## src/rtl/seq_delay_pkg.sv

```systemverilog
// Shared constants and helpers for the seq_delay_line strobe delay line.
package seq_delay_pkg;

  localparam int CH_DEF            = 5;
  localparam int MAX_DELAY_DEF     = 16;
  localparam int DEFAULT_DELAY_DEF = 10;
  localparam int CFG_CH_W          = 4;

  // Width of a delay field able to hold 0..max_delay inclusive.
  function automatic int dw_of(input int max_delay);
    return $clog2(max_delay + 1);
  endfunction

endpackage

```

## src/rtl/seq_delay_line_if.sv

```systemverilog
// Runtime delay-configuration port of seq_delay_line.
// There is no valid/ready handshake: cfg_we is a single-cycle write strobe that is
// always accepted; cfg_err answers one cycle later when the write was rejected.
interface seq_delay_line_if
  import seq_delay_pkg::*;
#(
  parameter int DW = dw_of(MAX_DELAY_DEF)
);
  logic                cfg_we;
  logic [CFG_CH_W-1:0] cfg_ch;
  logic [DW-1:0]       cfg_delay;
  logic                cfg_err;

  modport master (output cfg_we, output cfg_ch, output cfg_delay, input  cfg_err);
  modport slave  (input  cfg_we, input  cfg_ch, input  cfg_delay, output cfg_err);
endinterface

```

## src/rtl/seq_delay_chan.sv

```systemverilog
// One strobe channel: shift register, programmable delay register and tap/bypass mux.
module seq_delay_chan #(
  parameter int MAX_DELAY     = 16,
  parameter int DEFAULT_DELAY = 10,
  parameter int DW            = 5
) (
  input  logic          clk,
  input  logic          rst_n,
  input  logic          seq_in,
  input  logic          clr,
  input  logic          load,
  input  logic [DW-1:0] load_val,
  output logic          seq_out
);

  logic [MAX_DELAY-1:0] sr;
  logic [DW-1:0]        d;
  logic                 tap;

  // A clear drops the whole history including this cycle's input bit.
  always_ff @(posedge clk or negedge rst_n) begin
    if (!rst_n) begin
      sr <= '0;
      d  <= DW'(DEFAULT_DELAY);
    end else begin
      if (clr) begin
        sr <= '0;
      end else begin
        sr <= (sr << 1) | MAX_DELAY'(seq_in);
      end
      if (load) begin
        d <= load_val;
      end
    end
  end

  // Stage i holds the input sampled i+1 edges ago, so delay d reads stage d-1.
  always_comb begin
    tap = 1'b0;
    for (int i = 0; i < MAX_DELAY; i++) begin
      if (d == DW'(i + 1)) begin
        tap = sr[i];
      end
    end
  end

  assign seq_out = (d == '0) ? seq_in : tap;

endmodule

```

## src/rtl/seq_delay_line.sv

```systemverilog
// Per-channel programmable strobe delay line with write decode and error flags.
// Optional overlap checker enabled by defining SEQ_DELAY_OVERLAP_CHK_EN.
module seq_delay_line
  import seq_delay_pkg::*;
#(
  parameter int CH            = CH_DEF,
  parameter int MAX_DELAY     = MAX_DELAY_DEF,
  parameter int DEFAULT_DELAY = DEFAULT_DELAY_DEF,
  localparam int DW           = dw_of(MAX_DELAY)
) (
  input  logic                 clk,
  input  logic                 rst_n,
  input  logic [CH-1:0]        seq_in,
  output logic [CH-1:0]        seq_out,
  input  logic                 flush,
  seq_delay_line_if.slave      cfg,
  output logic                 overlap_err
);

  logic          ch_ok;
  logic          dly_ok;
  logic          wr_ok;
  logic [CH-1:0] ch_load;
  logic          cfg_err_q;

  assign ch_ok  = {1'b0, cfg.cfg_ch} < (CFG_CH_W + 1)'(CH);
  assign dly_ok = cfg.cfg_delay <= DW'(MAX_DELAY);
  assign wr_ok  = cfg.cfg_we && ch_ok && dly_ok;

  always_comb begin
    ch_load = '0;
    for (int c = 0; c < CH; c++) begin
      ch_load[c] = wr_ok && (cfg.cfg_ch == CFG_CH_W'(c));
    end
  end

  for (genvar c = 0; c < CH; c++) begin : g_chan
    seq_delay_chan #(
      .MAX_DELAY     (MAX_DELAY),
      .DEFAULT_DELAY (DEFAULT_DELAY),
      .DW            (DW)
    ) u_chan (
      .clk      (clk),
      .rst_n    (rst_n),
      .seq_in   (seq_in[c]),
      .clr      (flush || ch_load[c]),
      .load     (ch_load[c]),
      .load_val (cfg.cfg_delay),
      .seq_out  (seq_out[c])
    );
  end

  // A rejected write leaves every channel untouched and only raises the pulse.
  always_ff @(posedge clk or negedge rst_n) begin
    if (!rst_n) begin
      cfg_err_q <= 1'b0;
    end else begin
      cfg_err_q <= cfg.cfg_we && !wr_ok;
    end
  end

  assign cfg.cfg_err = cfg_err_q;

`ifdef SEQ_DELAY_OVERLAP_CHK_EN
  logic multi_hot;
  logic overlap_q;

  // Clearing the lowest set bit leaves something only when two or more are high.
  assign multi_hot = (seq_out & (seq_out - 1'b1)) != '0;

  always_ff @(posedge clk or negedge rst_n) begin
    if (!rst_n) begin
      overlap_q <= 1'b0;
    end else if (flush) begin
      overlap_q <= 1'b0;
    end else if (multi_hot) begin
      overlap_q <= 1'b1;
    end
  end

  assign overlap_err = overlap_q;
`else
  assign overlap_err = 1'b0;
`endif

endmodule

```

## src/flat_wrapper.sv

```systemverilog
// flat-port wrapper written by rule: the top's interface ports become plain ports
module seq_delay_line_flat import seq_delay_pkg::*;
#(
  parameter int CH            = CH_DEF,
  parameter int MAX_DELAY     = MAX_DELAY_DEF,
  parameter int DEFAULT_DELAY = DEFAULT_DELAY_DEF,
  localparam int DW           = dw_of(MAX_DELAY)
)
  (clk, rst_n, seq_in, seq_out, flush, overlap_err, cfg_cfg_we, cfg_cfg_ch, cfg_cfg_delay, cfg_cfg_err);
  seq_delay_line_if #(.DW((dw_of(MAX_DELAY)))) cfg_i ();
  input  logic clk;
  input  logic rst_n;
  input  logic [CH-1:0] seq_in;
  output logic [CH-1:0] seq_out;
  input  logic flush;
  output logic overlap_err;
  input wire logic [$bits(cfg_i.cfg_we)-1:0] cfg_cfg_we;
  input wire logic [$bits(cfg_i.cfg_ch)-1:0] cfg_cfg_ch;
  input wire logic [$bits(cfg_i.cfg_delay)-1:0] cfg_cfg_delay;
  output wire logic [$bits(cfg_i.cfg_err)-1:0] cfg_cfg_err;
  assign cfg_i.cfg_we = cfg_cfg_we;
  assign cfg_i.cfg_ch = cfg_cfg_ch;
  assign cfg_i.cfg_delay = cfg_cfg_delay;
  assign cfg_cfg_err = cfg_i.cfg_err;
  seq_delay_line #(.CH(CH), .MAX_DELAY(MAX_DELAY), .DEFAULT_DELAY(DEFAULT_DELAY)) u_core (.clk(clk), .rst_n(rst_n), .seq_in(seq_in), .seq_out(seq_out), .flush(flush), .cfg(cfg_i), .overlap_err(overlap_err));
endmodule
```

## config.mk

```make
export PLATFORM = sky130hd
export DESIGN_NAME = seq_delay_line_flat
export DESIGN_NICKNAME = d
export VERILOG_FILES = /design/src/rtl/seq_delay_pkg.sv /design/src/rtl/seq_delay_line_if.sv /design/src/rtl/seq_delay_chan.sv /design/src/rtl/seq_delay_line.sv /design/src/flat_wrapper.sv
export SDC_FILE = /design/constraint.sdc
export NUM_CORES = 1
export LEC_CHECK = 0
export CAP_MARGIN = 20
export CORE_MARGIN = 8
export CORE_UTILIZATION = 35
export CTS_BUF_LIST = sky130_fd_sc_hd__clkbuf_2
export DETAILED_ROUTE_END_ITERATION = 10
export PLACE_DENSITY = 0.49
export SLEW_MARGIN = 25
export SYNTH_ARGS = -nofsm -noshare
export SYNTH_HDL_FRONTEND = slang
export SYNTH_SLANG_ARGS = --single-unit
```

## constraint.sdc

```tcl
create_clock -name clk -period 3 [get_ports clk]
set_input_delay 0.6 -clock clk [delete_from_list [all_inputs] [get_ports clk]]
set_output_delay 0.6 -clock clk [all_outputs]
set_load 0.03 [all_outputs]
```

After elaboration in Yosys (flattened, before gate mapping)

Index checks and enable logic that the tools add are counted.
W data, S select, Z words.

Reduce and logical (&&, ||, !) cells: 20
Bitwise gates (word level): 5
Equality and inequality tests: 84
Mux-type cells: 90
Magnitude comparators: 2

Operators with widths:

| operator             | count |
|---|---|
| $eq A5 B4 Y1 const B | 40 |
| $eq A5 B3 Y1 const B | 20 |
| $mux W1              | 85 |
| $mux W16             | 5 |
| $or A16 B1 Y16       | 5 |
| $eq A5 B2 Y1 const B | 10 |
| $eq A5 B1 Y1 const B | 5 |
| $eq A5 B5 Y1 const B | 5 |
| $logic_not A5 Y1     | 5 |
| $eq A4 B2 Y1 const B | 2 |
| $logic_and A1 B1 Y1  | 8 |
| $le A5 B5 Y1 const B | 1 |
| $logic_or A1 B1 Y1   | 5 |
| $eq A4 B1 Y1 const B | 1 |
| $eq A4 B3 Y1 const B | 1 |
| $logic_not A4 Y1     | 1 |
| $lt A4 B3 Y1 const B | 1 |
| $logic_not A1 Y1     | 1 |

Register bits: 106
Word-level logic and storage cells: 212
Output and inout port bits: 7

Logic depth before layout (Yosys ltp)

Gate-level depths: netlist of the first run.

Depth in word-level cells: 18
Depth in mapped cells: 6
Depth with buffers taken out: 4

Cells and area by module

A second synthesis of the first run with hierarchy kept.

Cells, all modules: 417
Area total of the unflattened synthesis: 4966.0 µm²

Modules (own cells, without submodules):

| module                                        | cells an instance | instances | seq. area each (µm²) | area an instance (µm²) |
|---|---|---|---|---|
| seq_delay_chan at u_core.g_chan[1].u_chan ... | 80                | 4         | 528.0                | 968.4 |
| seq_delay_chan at u_core.g_chan[0].u_chan     | 73                | 1         | 528.0                | 898.4 |
| seq_delay_line                                | 24                | 1         | 25.0                 | 193.9 |

Least setup slack after synthesis of the first run

Ideal clock, no wire load.

Path type: register to output
Start point: register u_core.g_chan[3].u_chan.d[1]
End point: output seq_out[3]
Stages on the path, launching flop included: 7
Slack: 0.576 ns
Arrival time: 1.824 ns
Path through: dfstp_2 -> clkbuf_1 -> nor2b_1 -> a221oi_1 -> or4_1 -> a221oi_1 -> buf_4

Longest elaborated chain between the ends: 18
Elaborated cells on any way between the ends: 34
Those cells by class: 16 x eq/ne; 17 x mux; 1 x reduce/logical

Ends and longest elaborated chain:

| element                  | RTL line             | source |
|---|---|---|
| start: declaration       | seq_delay_chan.sv:17 | `logic [DW-1:0] d;` |
| start signal: assignment | seq_delay_chan.sv:24 | `d <= DW'(DEFAULT_DELAY);` |
| start signal: assignment | seq_delay_chan.sv:32 | `d <= load_val;` |
| $eq A5 B1 Y1             | seq_delay_chan.sv:41 | `if (d == DW'(i + 1)) begin` |
| $mux W1 (16 in series)   | seq_delay_chan.sv:41 |  |
| $mux W1 (*)              | seq_delay_chan.sv:47 | `assign seq_out = (d == '0) ? seq_in : tap;` |
| end: declaration         | flat_wrapper.sv:14   | `output logic [CH-1:0] seq_out;` |

Mark *: on every way between the ends. The rest lies on a longest branch, timed or not.

Final worst setup path of the first run

Start point: register u_core.g_chan[3].u_chan.d[0]
End point: output seq_out[3]

Same word-level chain as after synthesis.

==> results_dict.tcl, run 1 <==
set metrics [dict create \
    drive_gt1_share_pct 24.4 \
    first_pass_iters 5 \
    cts_tree "yes" \
    endpoint_kind "output pin" \
    cts_buffer_depth 2 \
    syn_nets 422 \
    dpl.hpwl_um 6520 \
    synth.distinct_cells 53 \
    first_global_vias 3159 \
    dpl_worst_slack_ps 156 \
    initial_core_util_pct 35.9 \
    cts-root-buf "clkbuf_2" \
    viasPerCell 4.91 \
    crit_arrival_ps 2440 \
    rows 42 \
    setup_viol 1 \
    maxSlewViolCount 0 \
    rsz0062_at_grt "true" \
    worstMarginPinSlew_ps 569 \
    drc_errors 0 \
    maxCapViolations 0 \
    gp_congestion 0.812 \
    hold_viol 0 \
    core-area_um2 13300 \
    irDropWorstVdd_uv 363 \
    clk_latency_ps 600 \
    fin_crit_sh_pct 101 \
    synth_edf_count 0 \
    whs_ps 446 \
    start_kind "register" \
    area_growth_pct 14.8 \
    yosysSeqAreaShare_pct 55.9 \
    nNetsFinal 463 \
    max_freq_ghz 0.329 \
    hp-class "in2async" \
    num_vias 3071 \
    die_area_um2 17600 \
    place_inst 593 \
    fin_ws_ps -38.1 \
    antenna_found_initial 0 \
    crit_type "reg2out" \
    io-pin-count 25 \
    wl_um 9500 \
    ys.flop_type "dfrtp_1" \
    drt-initial-drc-count 215 \
    synth.cell_area_um2 4770 \
    skew_ps 26.6 \
    fin_tns_setup_ps -38.1 \
    ys_async_sr_fraction_pct 100 \
    clk_pin_slew_worst_paths_ps 290 \
    grt.total_usage_pct 11.7 \
    yosysWarnings 0 \
    synth-seq-cells 106 \
    grt_max_degree 44 \
    grt_overflow 0 \
    cts_sinks 106 \
    critPathRequiredTime_ps 2400 \
    antenna_left 0 \
    chipWidth_um 133 \
    stdcell_count 626 \
    numCtsBuffers 9 \
    wl_per_cell_um 15.2 \
    failed_checks "negative setup slack" \
    status "finished, violations left" \
    diodes 0 \
    cellPowerDensity_nw_per_um2 541 \
    synth_area_per_cell_um2 11.8 \
    synthCells 404 \
    period_minus_slack_ps 3040 \
    port_buffers 23 \
    h-tree-depth 3 \
    grt_pass1_wl_um 16600 \
    power_mw 2.96 \
    crit_fanout 4 \
    die_y_um 133 \
    max-slew-margin-rel_pct 62.0 \
    p_leak_nw 2.44 \
]
-- flip-flops by register name, indices dropped and copies added, names as in the netlist --
register	count
u_core.g_chan.u_chan.sr	80
u_core.cfg.cfg_err	1
u_core.g_chan.u_chan.d	25
-- cells in the final DEF, fill, tap and decap left out, types with 2 or more instances in the layout --
master           netlist  routed
dfrtp_1               96      91
and2_1                79      79
buf_4                  6      32
mux2_2                22      20
nand2_1               17      17
clkdlybuf4s50_1        0      17
mux2i_1               13      13
o21ai_0               13      13
inv_1                 11      11
a21oi_1               11      11
nor3_1                10      10
clkbuf_2               1      10
dfstp_2               10      10
nand2b_1               8       8
nor2b_1                8       8
nor2_1                 7       7
nand3_1                7       6
nor4_4                 5       5
nor2_2                 5       5
mux4_2                 5       5
dfrtp_2                0       5
nand3b_1               4       4
o211ai_1               4       4
nor4_1                 4       4
a32oi_1                4       4
buf_12                 0       3
a211oi_1               2       2
o221ai_1               2       2
o32ai_1                2       2
mux2_4                 0       2
a221o_1                2       2
a311oi_1               2       2
or4_1                  3       2
clkinv_2               0       2
clkinv_1               0       2
buf_6                  2       2
-- area by class of cell --
class / instances / area [um^2]
fillers: 1274 / 7820
inverters: 11 / 41.3
clock buffers: 10 / 50.0
multi-input cells: 261 / 1950
repair buffers: 56 / 508
clock inverters: 6 / 33.8
well taps: 176 / 220
flip-flops and latches: 106 / 2670
-- stage by stage --
step / instance area, um^2 / util [%]
final: 5480 / 41.2
after global routing: 5480 / 41.2
after CTS: 5440 / 40.9
after detailed placement: 5220 / 39.3
after global placement: 5220 / 39.3
after floorplan: 4770 / -
-- power breakdown --
| part | internal (mW) | switching [mW] | leakage [nW] | total [mW] |
|---|---|---|---|---|
| Sequential | 1.54 | 0.120 | 1.40 | 1.66 |
| Clock | 0.107 | 0.460 | 0.0572 | 0.567 |
| Combinational | 0.373 | 0.359 | 0.980 | 0.732 |
-- path summary, 6_finish.rpt --
path	start	cells past startpoint	slack, ps	endpoint
max	u_core.g_chan[3].u_chan.d[0]	5	-40	seq_out[3]
min	rst_n	2	450	u_core.g_chan[3].u_chan.sr[11]
max reg2reg	u_core.g_chan[3].u_chan.d[1]	3	1930	u_core.g_chan[3].u_chan.d[1]
min reg2reg	u_core.g_chan[0].u_chan.sr[6]	1	490	u_core.g_chan[0].u_chan.sr[7]
max in group asynchronous	rst_n	3	1920	u_core.g_chan[2].u_chan.d[3]
min in group clk	u_core.g_chan[0].u_chan.sr[6]	1	490	u_core.g_chan[0].u_chan.sr[7]
-- cell usage after synthesis (7+ instances only) --
cell,count,area (um^2)
o21ai_0,13,65.1
clkbuf_1,14,52.6
dfstp_2,10,263
inv_1,11,41.3
nand3_1,7,35.0
mux2_2,22,248
dfrtp_1,96,2400
nor3_1,10,50.1
nand2b_1,8,50.1
a21oi_1,11,55.1
mux2i_1,13,130
nor2b_1,8,50.1
nand2_1,17,63.8
and2_1,79,494
nor2_1,7,26.3
-- layer usage --
layer | track usage, % | vias up | share of wire, %
met1 | 15.6 | 1541 | 50
met4 | 3.22 | 0 | 0.98
li1 | - | 1482 | -
met5 | 0 | - | 0
met3 | 3.82 | 5 | 3.7
met2 | 17.6 | 43 | 45
-- logic make-up (layout without fill, tap and decap cells) --
logic type / count (synthesis) / in the layout / share of synthesized area (%)
AND/OR/NAND/NOR: 164 / 164 / 21.8
flip-flops: 106 / 106 / 55.9
AO/OA/AOI/OAI: 56 / 56 / 8.18
multiplexers: 40 / 40 / 10.3
buffers and inverters: 37 / 83 / 3.78
other: 1 / 1 / 0.0786
-- worst max-delay path: stages, from the launching register on --
cell and delay [ps]:
dfrtp_2 520, mux4_2 340, nor2b_1 40, or4_4 470, a221oi_2 260, buf_4 200
-- timing repair --
| action | CTS | global route |
|---|---|---|
| pin swaps | 3 | 5 |
| setup endpoints to repair | 5 | 5 |
| hold buffers | 1 | 0 |
| hold endpoints to repair | 25 | 0 |
| setup buffers | 14 | 2 |
| resized for setup | 30 | 13 |
(Power assumes the default switching activity.)
==> inputs of run 2 (changes only) <==
--- a/config.mk
+++ b/config.mk
@@ -10,6 +10,7 @@
 export CORE_UTILIZATION = 35
 export CTS_BUF_LIST = sky130_fd_sc_hd__clkbuf_2
 export DETAILED_ROUTE_END_ITERATION = 10
+export HOLD_SLACK_MARGIN = 0.08
 export PLACE_DENSITY = 0.49
 export SLEW_MARGIN = 25
 export SYNTH_ARGS = -nofsm -noshare
==> results of run 2 <==
No change in the layout: final DEF, timing and power equal those of run 1.
==> edit: new RTL, config.mk and constraints of run 2 <==
Register the input `seq_in` before use, without a reset. The logic sees it one clock later. The other inputs are not delayed to match.
--- a/src/rtl/seq_delay_line.sv
+++ b/src/rtl/seq_delay_line.sv
@@ -16,6 +16,12 @@
   seq_delay_line_if.slave      cfg,
   output logic                 overlap_err
 );
+
+  logic [CH-1:0] seq_q;
+
+  always_ff @(posedge clk) begin
+    seq_q <= seq_in;
+  end
 
   logic          ch_ok;
   logic          dly_ok;
@@ -42,7 +48,7 @@
     ) u_chan (
       .clk      (clk),
       .rst_n    (rst_n),
-      .seq_in   (seq_in[c]),
+      .seq_in   (seq_q[c]),
       .clr      (flush || ch_load[c]),
       .load     (ch_load[c]),
       .load_val (cfg.cfg_delay),
Check against the original RTL: not equivalent (Yosys sat finds a counterexample within 4 cycles, from zero or initial values and one cycle with rst_n low).
==> edit against run 2 <==
- synthesized cell count down 3.5%
- global-route usage down 0.24 points
- setup slack better by 110 ps
- largest power group unchanged
- non-clock buffer count down 5
- power up 7.1%
- final area up 2.3%
- critical path type unchanged
- die area up 1.3%
- register-to-register slack worse by 80 ps
- worst hold slack worse by 56 ps
- routed wire length up 0.13%
- count of clock-buffer cells in the layout down 1
- sequential cell count up 5
- synthesized area up 1.5%
- largest cell class unchanged
==> edit: results (changes against run 2) <==
Finish
  – N_diodes: 2 (+2)
  – Multi-input combinational area share: 35.3% (-0.32 points)
  – Non-clk buf share: 8.00% (-1.3 points)
  – Register area: 2770 um2 (+3.7%)
  – Layout cells sized above 1: 27.1% (+2.6 points)
  – Layout clock buffers: 9 (-1)
  – FILL cells: 1310 (+2.8%)
  – # nets final: 445 (-3.9%)

Synthesis
  – Seq/Total Area, Yosys: 57.1% (+1.2 points)
  – Top post-synthesis cells by count: 96 x dfrtp_1, 71 x and2_1, 24 x mux2_2
  – Avg Inst Size Synth: 12.4 um2 (+5.1%)

Global routing
  – Total GRT Usage: 11.4% (-0.24 points)
  – Grt met1 use: 14.8% (-0.87 points)
  – Pin count of the biggest net entering global routing: 63 (+43%)

STA
  – Clock skew: 20.0 ps (-6.65 ps)
  – Slew margin rel.: 42.6% (-19 points)

Status
  – Status: complete, no violations

Place
  – Placed cell count: 585 (-1.3%)

CTS
  – Post-CTS setup buffers: 8 (-6)
  – Cells resized by post-CTS repair: 38 (+27%)
  – Clock sink count: 111 (+4.7%)

Pwr
  – Int Pwr: 2.23 mW (+10%)
  – Clock group: 0.774 mW (+37%)

Worst setup path
  – CP max stage delay: 650 ps (+130 ps)
  – Worst R2R Setup Slack: 1850 ps (-80 ps)
  – CP arrival: 2330 ps (-110 ps)

Floorplanning
  – CORE AREA: 13700 um2 (+3.2%)

Drt
  – Starting DRT DRC Count: 181 (-16%)
  – Final wirelength: 9520 um (+0.13%)
  – Metal1 wirelength: 4640 um (-2.6%)
edit: worst max-delay path by stage:
stage,cells past startpoint,from,to,slack (ps)
after floorplan,6,u_core.g_chan[0].u_chan.d[1]$_DFFE_PN1P_,seq_out[0],580
after global placement,5,u_core.g_chan[3].u_chan.d[1]$_DFFE_PN1P_,seq_out[3],140
after detailed placement,5,u_core.g_chan[3].u_chan.d[1]$_DFFE_PN1P_,seq_out[3],120
after CTS,4,u_core.g_chan[1].u_chan.d[1]$_DFFE_PN1P_,seq_out[1],-40
after global routing,4,u_core.g_chan[1].u_chan.d[1]$_DFFE_PN1P_,seq_out[1],-120
final,4,u_core.g_chan[1].u_chan.d[1]$_DFFE_PN1P_,seq_out[1],70
edit: logic make-up after synthesis:
kind of cell    count (synthesis)  share of synthesized area (%)
compound gates                 45                           6.80
buf+inv                        34                           3.13
flops                         111                           57.1
mux                            46                           11.9
other cells                     1                         0.0774
simple gates                  153                           21.0
